--- src/rtl/pio_fifo_pair.sv ---
// Paired TX/RX FIFOs between the host bus and one PIO machine, optional join doubles one side's depth.
// Latency: a word written at edge N is at the FWFT head after edge N; a pop advances the head at the next edge.
// Backpressure: full/empty come from registered levels; writes when full and pops when empty are dropped. Debug flags: PIO_FIFO_DEBUG_EN.

// Circular-buffer pointer and level control with a run-time capacity (0 disables the FIFO).
// Latency: pointers and level update on the edge that accepts a push or pop; flush zeroes them.
// Backpressure: push accepted when not full, or when full with a simultaneous pop.
module pio_fifo_ctrl #(
    parameter int LW = 4,
    parameter int PW = 3
) (
    input  logic          clk,
    input  logic          reset,
    input  logic          flush,
    input  logic [LW-1:0] cap,
    input  logic          push,
    input  logic          pop,
    output logic          push_ok,
    output logic          pop_ok,
    output logic [PW-1:0] wr_ptr,
    output logic [PW-1:0] rd_ptr,
    output logic [LW-1:0] level,
    output logic          full,
    output logic          empty
);
    logic [PW-1:0] wr_nxt;
    logic [PW-1:0] rd_nxt;

    // >= rather than == keeps the side blocked while a shrunk capacity waits for its flush
    assign empty   = (level == '0);
    assign full    = (level >= cap);
    assign pop_ok  = pop & ~empty;
    assign push_ok = push & (~full | pop_ok);

    assign wr_nxt = ((LW'(wr_ptr) + LW'(1)) >= cap) ? '0 : wr_ptr + PW'(1);
    assign rd_nxt = ((LW'(rd_ptr) + LW'(1)) >= cap) ? '0 : rd_ptr + PW'(1);

    always_ff @(posedge clk or negedge reset) begin
        if (!reset) begin
            wr_ptr <= '0;
            rd_ptr <= '0;
            level  <= '0;
        end else if (flush) begin
            wr_ptr <= '0;
            rd_ptr <= '0;
            level  <= '0;
        end else begin
            if (push_ok) wr_ptr <= wr_nxt;
            if (pop_ok)  rd_ptr <= rd_nxt;
            level <= level + LW'(push_ok) - LW'(pop_ok);
        end
    end
endmodule

module pio_fifo_pair #(
    parameter int WIDTH = 32,
    parameter int DEPTH = 4,
    localparam int LW   = $clog2(2*DEPTH) + 1
) (
    input  logic             clk,
    input  logic             reset,
    input  logic             join_tx,
    input  logic             join_rx,
    input  logic             tx_write,
    input  logic [WIDTH-1:0] tx_wdata,
    output logic             tx_full,
    output logic [LW-1:0]    tx_level,
    input  logic             rx_read,
    output logic [WIDTH-1:0] rx_rdata,
    output logic             rx_empty,
    output logic [LW-1:0]    rx_level,
    input  logic             pull,
    output logic [WIDTH-1:0] dout,
    output logic             empty,
    input  logic             push,
    input  logic [WIDTH-1:0] din,
`ifdef PIO_FIFO_DEBUG_EN
    input  logic [3:0]       dbg_clr,
    output logic [3:0]       dbg,
`endif
    output logic             full
);
    localparam int PW = $clog2(2*DEPTH);

    logic [WIDTH-1:0] mem [2*DEPTH];
    logic [1:0]       join_q;
    logic             join_chg;
    logic             rx_joined;
    logic [LW-1:0]    tx_cap;
    logic [LW-1:0]    rx_cap;
    logic [PW-1:0]    rx_base;
    logic [PW-1:0]    tx_wr;
    logic [PW-1:0]    tx_rd;
    logic [PW-1:0]    rx_wr;
    logic [PW-1:0]    rx_rd;
    logic             tx_push_ok;
    logic             tx_pop_ok;
    logic             rx_push_ok;
    logic             rx_pop_ok;
    logic [WIDTH-1:0] dout_q;
    logic [WIDTH-1:0] rx_rdata_q;

    // join_rx only counts when TX has not already claimed the shared storage
    assign rx_joined = join_rx & ~join_tx;
    assign join_chg  = ({join_tx, join_rx} != join_q);
    assign tx_cap    = join_tx ? LW'(2*DEPTH) : (rx_joined ? '0 : LW'(DEPTH));
    assign rx_cap    = join_tx ? '0 : (rx_joined ? LW'(2*DEPTH) : LW'(DEPTH));
    assign rx_base   = rx_joined ? '0 : PW'(DEPTH);

    always_ff @(posedge clk or negedge reset) begin
        if (!reset) join_q <= '0;
        else        join_q <= {join_tx, join_rx};
    end

    pio_fifo_ctrl #(.LW(LW), .PW(PW)) u_tx (
        .clk     (clk),
        .reset   (reset),
        .flush   (join_chg),
        .cap     (tx_cap),
        .push    (tx_write & ~join_chg),
        .pop     (pull & ~join_chg),
        .push_ok (tx_push_ok),
        .pop_ok  (tx_pop_ok),
        .wr_ptr  (tx_wr),
        .rd_ptr  (tx_rd),
        .level   (tx_level),
        .full    (tx_full),
        .empty   (empty)
    );

    pio_fifo_ctrl #(.LW(LW), .PW(PW)) u_rx (
        .clk     (clk),
        .reset   (reset),
        .flush   (join_chg),
        .cap     (rx_cap),
        .push    (push & ~join_chg),
        .pop     (rx_read & ~join_chg),
        .push_ok (rx_push_ok),
        .pop_ok  (rx_pop_ok),
        .wr_ptr  (rx_wr),
        .rd_ptr  (rx_rd),
        .level   (rx_level),
        .full    (full),
        .empty   (rx_empty)
    );

    // TX owns the low half, RX the high half; a joined side spans both halves
    always_ff @(posedge clk) begin
        if (tx_push_ok) mem[tx_wr] <= tx_wdata;
        if (rx_push_ok) mem[rx_base + rx_wr] <= din;
    end

    assign dout     = empty    ? dout_q     : mem[tx_rd];
    assign rx_rdata = rx_empty ? rx_rdata_q : mem[rx_base + rx_rd];

    always_ff @(posedge clk or negedge reset) begin
        if (!reset) begin
            dout_q     <= '0;
            rx_rdata_q <= '0;
        end else begin
            dout_q     <= dout;
            rx_rdata_q <= rx_rdata;
        end
    end

`ifdef PIO_FIFO_DEBUG_EN
    // Sticky {txover, rxunder, txstall, rxstall}; a new event beats a clear
    always_ff @(posedge clk or negedge reset) begin
        if (!reset) dbg <= '0;
        else        dbg <= (dbg & ~dbg_clr) |
                           {tx_write & tx_full, rx_read & rx_empty, pull & empty, push & full};
    end
`else
    // No debug flag state in this build.
`endif

    logic unused_ok;
    assign unused_ok = tx_pop_ok ^ rx_pop_ok;
endmodule

--- config.mk ---
export PLATFORM = sky130hd
export DESIGN_NAME = pio_fifo_pair
export DESIGN_NICKNAME = d
export VERILOG_FILES = /design/src/rtl/pio_fifo_pair.sv
export SDC_FILE = /design/constraint.sdc
export NUM_CORES = 1
export LEC_CHECK = 0
export BUFFER_PORTS_ARGS = -buffer_cell sky130_fd_sc_hd__buf_2
export CAP_MARGIN = 10
export CORE_ASPECT_RATIO = 1.1
export CORE_MARGIN = 5
export CORE_UTILIZATION = 50
export CTS_CLUSTER_SIZE = 8
export DETAILED_ROUTE_END_ITERATION = 8
export GPL_TIMING_DRIVEN = 0
export HOLD_SLACK_MARGIN = 0.02
export PLACE_DENSITY = 0.68
export SETUP_SLACK_MARGIN = 0.1
export SLEW_MARGIN = 15
export SYNTH_ARGS = -nofsm -noshare
export SYNTH_HDL_FRONTEND = slang
export SYNTH_SLANG_ARGS = --single-unit
--- constraint.sdc ---
create_clock -name clk -period 7.1 [get_ports clk]
set_input_delay 0.71 -clock clk [delete_from_list [all_inputs] [get_ports clk]]
set_output_delay 0.71 -clock clk [all_outputs]
set_load 0.02 [all_outputs]
==> key figures, run 1 <==
Synth
  • Register area share after synthesis: between 50% and 60%
  • Asr flop ratio synth: between 20 and 30%
  • Mean Syn Cell Area: ~16 um^2
  • Ys flop type: edfxtp_1
  • Mapped Cells: about 1200
  • Post-Syn Nets: around 1300
  • Yosys reg bits: 342
  • Cell variety after synth: around 50
  • Synth warnings: 0
  • Post-synthesis cell area: roughly 19000 um^2
  • Number of enable flip-flop cells after synthesis: 256

Critical path
  • Worst flop-to-flop path endpoint: mem[2][14]
  • FF-to-FF path depth: 11
  • Crit Path Category: reg -> out
  • CP endpoint kind: primary output
  • R2R Setup Slk: approximately 3.4 ns
  • Critical Path Start Type: flop
  • Crit Path Max Fanout: 10
  • Crit Reg-Reg Startpoint: u_tx.level[2]
  • Required @ worst endpoint: around 6.4 ns
  • Worst Setup EP: rx_rdata[1]
  • CP startpoint: u_rx.level[2]
  • Critical path arrival: between 3 and 4 ns

Power and ir drop
  • Maximum vdd ir drop: about 250 uV
  • Comb pwr share: a little under a fifth
  • Sequential share of power: between 40% and 50%
  • Leak pwr: 7.846 nW
  • Switching share of power: between 20% and 30%
  • P_int: 4.013 mW
  • NetSw: 1.595 mW
  • Power per Cell Area: ~260 nW/um^2
  • Clock power frac: between 30% and 40%

Clocking
  • Clock Sinks: around 340
  • Post-CTS Hold Fix Bufs: 0
  • Post-CTS setup buffers: 0
  • Post_cts resized: 0
  • Clock buffer depth: 3
  • Clock root cell: clkbuf_16
  • CTS HTree Levels: 2
  • Clock Pin Slew Worst Setup and Hold Paths: roughly 0.050 ns
  • CTS tree: built
  • Clock Latency Late Sink: 0.56 ns
  • TritonCTS Buffers: 48

Floorplanning
  • Core footprint: between 30000 and 40000 um^2
  • Die outline area: just over 40000 um^2
  • Vert. Die Dim: 212.2 um
  • I/O pin count: between 100 and 150
  • Site row count: 74
  • Initial core utilization: between 50% and 60%
  • Die Wd: 193.8 um

Flow run
  • Max cap viols: 0

Final layout
  • Area Overhead vs Synth: 16.96%
  • Commonest cells after routing, fill and taps aside: 256 x edfxtp_1, 175 x mux2_2, 173 x buf_2, 128 x mux4_2, 86 x dfrtp_1
  • Commonest non-fill, non-tap cell in the layout: edfxtp_1
  • Share of cells above drive strength 1: 40.99%
  • Final nets: 1470

Global routing
  • Initial antenna violation count: 9
  • Vias in the first global route: 12670
  • Largest net degree at the start of global routing: between 40 and 50
  • Grt ovf: 0
  • Gr usage total: approximately 26%
  • First-pass GRT wire length: 79670 um

STA
  • Fmax: about 230 MHz
  • Worst hold margin: about 0.075 ns
  • Setup TNS: 0 ns
  • Worst slew pin tran: 1.093 ns
  • Period utilization: 61.63%
  • Final hold vios: 0
  • Final period demand of the worst path: approximately 4.4 ns
  • Final setup fails: 0
  • Rel. slew slack: a little over a quarter
  • Fin. max-slew vios: 0
  • Setup Skew: around 0.014 ns
  • Worst Slack Setup Final: around 2.7 ns
  • RSZ-0062 raised after global routing: false

Routing
  • Drt drc: 0
  • 1st-pass router iterations: 5
  • Via density: 6.213
  • Starting DRC count in detailed routing: 953
  • ANT nets after route: 0
  • Final WL: around 53000 um
  • Routed vias: around 12000
  • DR WL/cell: between 20 and 30 um

Place
  • Setup Slack @ Placement: 2.821 ns
  • DP Wirelength: about 35000 um
  • Count of input and output buffers: 146
  • Routability cong.: between 0.7 and 0.8

Min path
  • Hold Path Class: in -> async

Outcome
  • Run status: complete, no violations
## power groups by stage
stage | Sequential [mW] | Clock, mW | Combinational, mW
2_1_floorplan | 2.44 | 0 | 0.621
3_3_place_gp | 2.44 | 0 | 0.999
3_5_place_dp | 2.45 | 0 | 1.02
4_1_cts | 2.41 | 2.20 | 1.03
5_1_grt | 2.43 | 2.29 | 1.10
6_report | 2.41 | 2.18 | 1.02
## synthesized netlist by cell type, drive strengths merged, types with 8 or more instances
cell    instances  area [um^2]
and3           10        62.56
nor2           41        153.9
inv            20        75.07
xnor2           9        120.1
mux2i          65        650.6
mux2          258         2905
ha             20        250.2
nand4           8        62.56
dfrtp          86         2152
clkbuf         37        138.9
edfxtp        256         7687
buf            46        297.8
a21oi          37        185.2
mux4          128         2883
nand2          41        153.9
o21ai          38        190.2
## layer usage
layer | vias up | share of wire, % | GRT usage, %
li1 | 5091 | - | -
met5 | - | 0.15 | 0
met4 | 14 | 3.2 | 8.560
met1 | 6183 | 39 | 33.68
met2 | 456 | 50 | 44.26
met3 | 136 | 7.0 | 4.945
## stage by stage
| step | util (%) | power, mW | instance area [um^2] | cells |
|---|---|---|---|---|
| floorplan | - | 3.056 | 18590 | 1166 |
| global placement | 53.97 | 3.443 | 19940 | 1806 |
| detailed placement | 54.99 | 3.470 | 20310 | 1820 |
| CTS | 58.83 | 5.642 | 21730 | 1909 |
| global route | 58.84 | 5.824 | 21740 | 1911 |
| finish | 58.85 | 5.607 | 21740 | 1912 |
## logic make-up (layout without fill, tap and decap cells)
kind of cell	Yosys count	in the layout	share of synthesized area, %
mux	451	451	34.64
compound gates	100	100	3.339
buf+inv	103	352	2.753
simple gates	135	135	3.938
xor+xnor	13	13	0.8347
other cells	0	3	0
fa+ha+maj	22	22	1.562
flops	342	342	52.93
## worst min-delay path by stage
stage	from	end	slack, ns	cells past startpoint
global placement	rx_rdata_q[30]	rx_rdata_q[30]	0.47	2
CTS	reset	u_tx.level[2]	0.09	1
detailed placement	rx_rdata_q[12]	rx_rdata_q[12]	0.48	2
finish	reset	u_tx.level[2]	0.08	1
floorplan	reset	dout_q[0]	0.41	0
global route	reset	u_tx.level[3]	0.11	1
## worst max-delay path: stages (launching register included)
cell and delay [ns]:
dfrtp_1 0.39, inv_1 0.10, ha_1 0.14, or3b_1 0.34, clkbuf_1 0.21, inv_1 0.12
clkbuf_1 0.52, clkbuf_1 0.63, nand2_1 0.10, o21ai_0 0.27, buf_2 0.29
## cell type report
type / count / area (um^2)
buffer: 83 / 436.7
clock inverter: 1 / 16.27
inverter: 20 / 75.07
timing repair buffer: 160 / 1055
clock buffer: 88 / 1404
fill: 2902 / 15200
multi-input combinational: 721 / 8289
sequential: 342 / 9839
tap: 494 / 618.1
antenna: 3 / 7.507
## flip-flops by register name, summed over array words and instances, names as in the netlist
register     count
join_q           2
u_rx.rd_ptr      3
u_rx.wr_ptr      3
mem            256
rx_rdata_q      32
dout_q          32
u_tx.rd_ptr      3
u_rx.level       4
u_tx.wr_ptr      3
u_tx.level       4
Power figures use the tool's default switching activity.
==> inputs of run 2 (changes only) <==
--- a/config.mk
+++ b/config.mk
@@ -14,7 +14,7 @@
 export DETAILED_ROUTE_END_ITERATION = 8
 export GPL_TIMING_DRIVEN = 0
 export HOLD_SLACK_MARGIN = 0.02
-export PLACE_DENSITY = 0.68
+export PLACE_DENSITY = 0.71
 export SETUP_SLACK_MARGIN = 0.1
 export SLEW_MARGIN = 15
 export SYNTH_ARGS = -nofsm -noshare
==> constraint.sdc (replaced) <==
create_clock -name clk -period 3.7 [get_ports clk]
set_input_delay 0.37 -clock clk [delete_from_list [all_inputs] [get_ports clk]]
set_output_delay 0.37 -clock clk [all_outputs]
set_load 0.02 [all_outputs]
==> run 2 against run 1 <==
  * Global-route usage decreased by 0.65 points
  * Critical path depth fell by 4
  * Die area unchanged
  * Setup slack worse by 2.6 ns
  * Clock-buffer cell count fell by 1
  * Sequential power up 92%
  * Non-clock buffer count is 4 higher
  * Clock skew increased by 0.00097 ns
  * Largest cell class unchanged
  * Largest power group unchanged
==> key figures, run 2 (synthesis gave the netlist of run 1 again) <==
Flow run
  • Max cap viols: 0

STA
  • Worst Slack Setup Final: about 0.089 ns
  • RSZ-0062 raised after global routing: true
  • Final setup fails: 0
  • Rel. slew slack: between 20% and 30%
  • Worst slew pin tran: between 1 and 1.5 ns
  • Fmax: 276.9 MHz
  • Setup TNS: 0 ns
  • Fin. max-slew vios: 0
  • Final period demand of the worst path: 3.611 ns
  • Final hold vios: 0
  • Worst hold margin: 0.1328 ns
  • Period utilization: a little over nine tenths
  • Setup Skew: ~0.015 ns

Routing
  • Via density: a little over 6
  • Starting DRC count in detailed routing: around 970
  • DR WL/cell: ~27 um
  • Final WL: between 50000 and 60000 um
  • Routed vias: 11780
  • ANT nets after route: 0
  • Drt drc: 0
  • 1st-pass router iterations: 5

Critical path
  • Critical path arrival: 3.24 ns
  • Crit Path Category: reg -> out
  • Worst-path cell chain: clkbuf_1 > clkbuf_2 > mux4_2 > mux2i_1 > o21ai_0 > buf_2
  • Critical path's largest stage delay: roughly 0.59 ns
  • Crit Path Max Fanout: 10
  • CP max stage cell: clkbuf_1
  • CP endpoint kind: primary output
  • Required @ worst endpoint: 3.33 ns
  • Critical Path Start Type: flop

Final layout
  • Design Area, Final: around 22000 um^2
  • Share of cells above drive strength 1: between 40% and 50%
  • Top Registers: mem: 256 flops, dout_q: 32 flops, rx_rdata_q: 32 flops
  • Final core area utilization: roughly three fifths
  • Top reg by flops: mem
  • Register area: 9839 um^2
  • Area Overhead vs Synth: 17.20%
  • Final nets: between 1000 and 1500
  • Commonest non-fill, non-tap cell in the layout: edfxtp_1
  • Non-Filler Instances: around 1900
  • Fillers: between 2000 and 3000
  • Max reg flops: about 260
  • Commonest cells after routing, fill and taps aside: 256 x edfxtp_1, 175 x mux2_2, 174 x buf_2, 128 x mux4_2, 86 x dfrtp_1
  • Area of the multi-input gates: approximately 8300 um^2

Place
  • DP Wirelength: roughly 34000 um
  • Setup Slack @ Placement: -0.2824 ns
  • Post-DP Area: 20280 um^2
  • Count of input and output buffers: roughly 150
  • Routability cong.: 0.8011
  • Cell count after placement: between 1500 and 2000

Floorplanning
  • Core footprint: 36940 um^2
  • I/O pin count: 148
  • Initial core utilization: 50.31%
  • Site row count: between 70 and 80
  • Die outline area: around 41000 um^2
  • Vert. Die Dim: about 210 um
  • Die Wd: between 150 and 200 um

Power and ir drop
  • Final Power: between 10 and 15 mW
  • Maximum vdd ir drop: approximately 480 uV
  • Leak pwr: 7.904 nW
  • Power per Cell Area: around 490 nW/um^2

Clocking
  • CTS HTree Levels: 2
  • Clock root cell: clkbuf_16
  • Clock Sinks: about 340
  • Clock Pin Slew Worst Setup and Hold Paths: around 0.05 ns
  • CTS tree: built
  • Clock buffer depth: 3
  • Clock Latency Late Sink: roughly 0.56 ns
  • TritonCTS Buffers: between 40 and 50

Outcome
  • Run status: complete, no violations

Min path
  • Hold Path Class: in -> reg

Global routing
  • Initial antenna violation count: 9
  • Vias in the first global route: 12690
  • First-pass GRT wire length: ~80000 um
  • Gr usage total: approximately a quarter
  • Grt ovf: 0
  • Largest net degree at the start of global routing: 55
run 2: cell count changes in the layout (fill, tap and decap cells not counted), sizes merged:
cell	previous run	this run
diode	3	6
clkdlybuf4s15	0	1
clkbuf	125	124
dlygate4sd3	0	3
run 2: final timing paths:
kind | startpoint | end | slack (ns) | cells after the start
min in group asynchronous | reset | u_rx.level[2] | 0.29 | 2
min reg2reg | rx_rdata_q[26] | rx_rdata_q[26] | 0.48 | 2
max reg2reg | u_rx.level[2] | mem[1][19] | 0.34 | 9
min | push | u_rx.wr_ptr[2] | 0.13 | 3
max in group asynchronous | reset | rx_rdata_q[19] | 2.77 | 3
max | u_rx.rd_ptr[1] | rx_rdata[31] | 0.09 | 6
run 2: layout make-up:
class                           count  area share (%)
Antenna cell                        6         0.06892
Timing Repair Buffer              164           4.888
Inverter                           20          0.3446
Tap cell                          494           2.837
Clock inverter                      1         0.07467
Clock buffer                       87           6.427
Buffer                             83           2.125
Multi-Input combinational cell    721           38.07
Sequential cell                   342           45.17
run 2: where the power goes:
group	internal (mW)	switching (mW)	total (mW)	leakage, nW
sequential	4.52	0.107	4.63	3.35
clock	2.52	1.63	4.15	0.673
combinational	0.654	1.29	1.95	3.88
run 2: layer usage:
metal	part of all wire (%)	GRT usage (%)
met1	39	31.64
met5	0.12	0
met4	3.4	8.826
met2	51	44.36
met3	7.0	4.723
run 2: what timing repair did:
item,4_1_cts,5_1_grt
setup endpoints to repair,65,18
setup buffers,0,2
pin swaps,0,1
endpoints found under the hold margin,34,0
gates resized for setup,15,5
hold buffers,3,0
run 2: critical path, delay by kind of cell (launching register included):
kind | cells | cell delay, ns
buffers and inverters | 3 | 1.33
AOI/OAI and AO/OA | 1 | 0.51
DFF | 1 | 0.48
muxes | 2 | 0.36
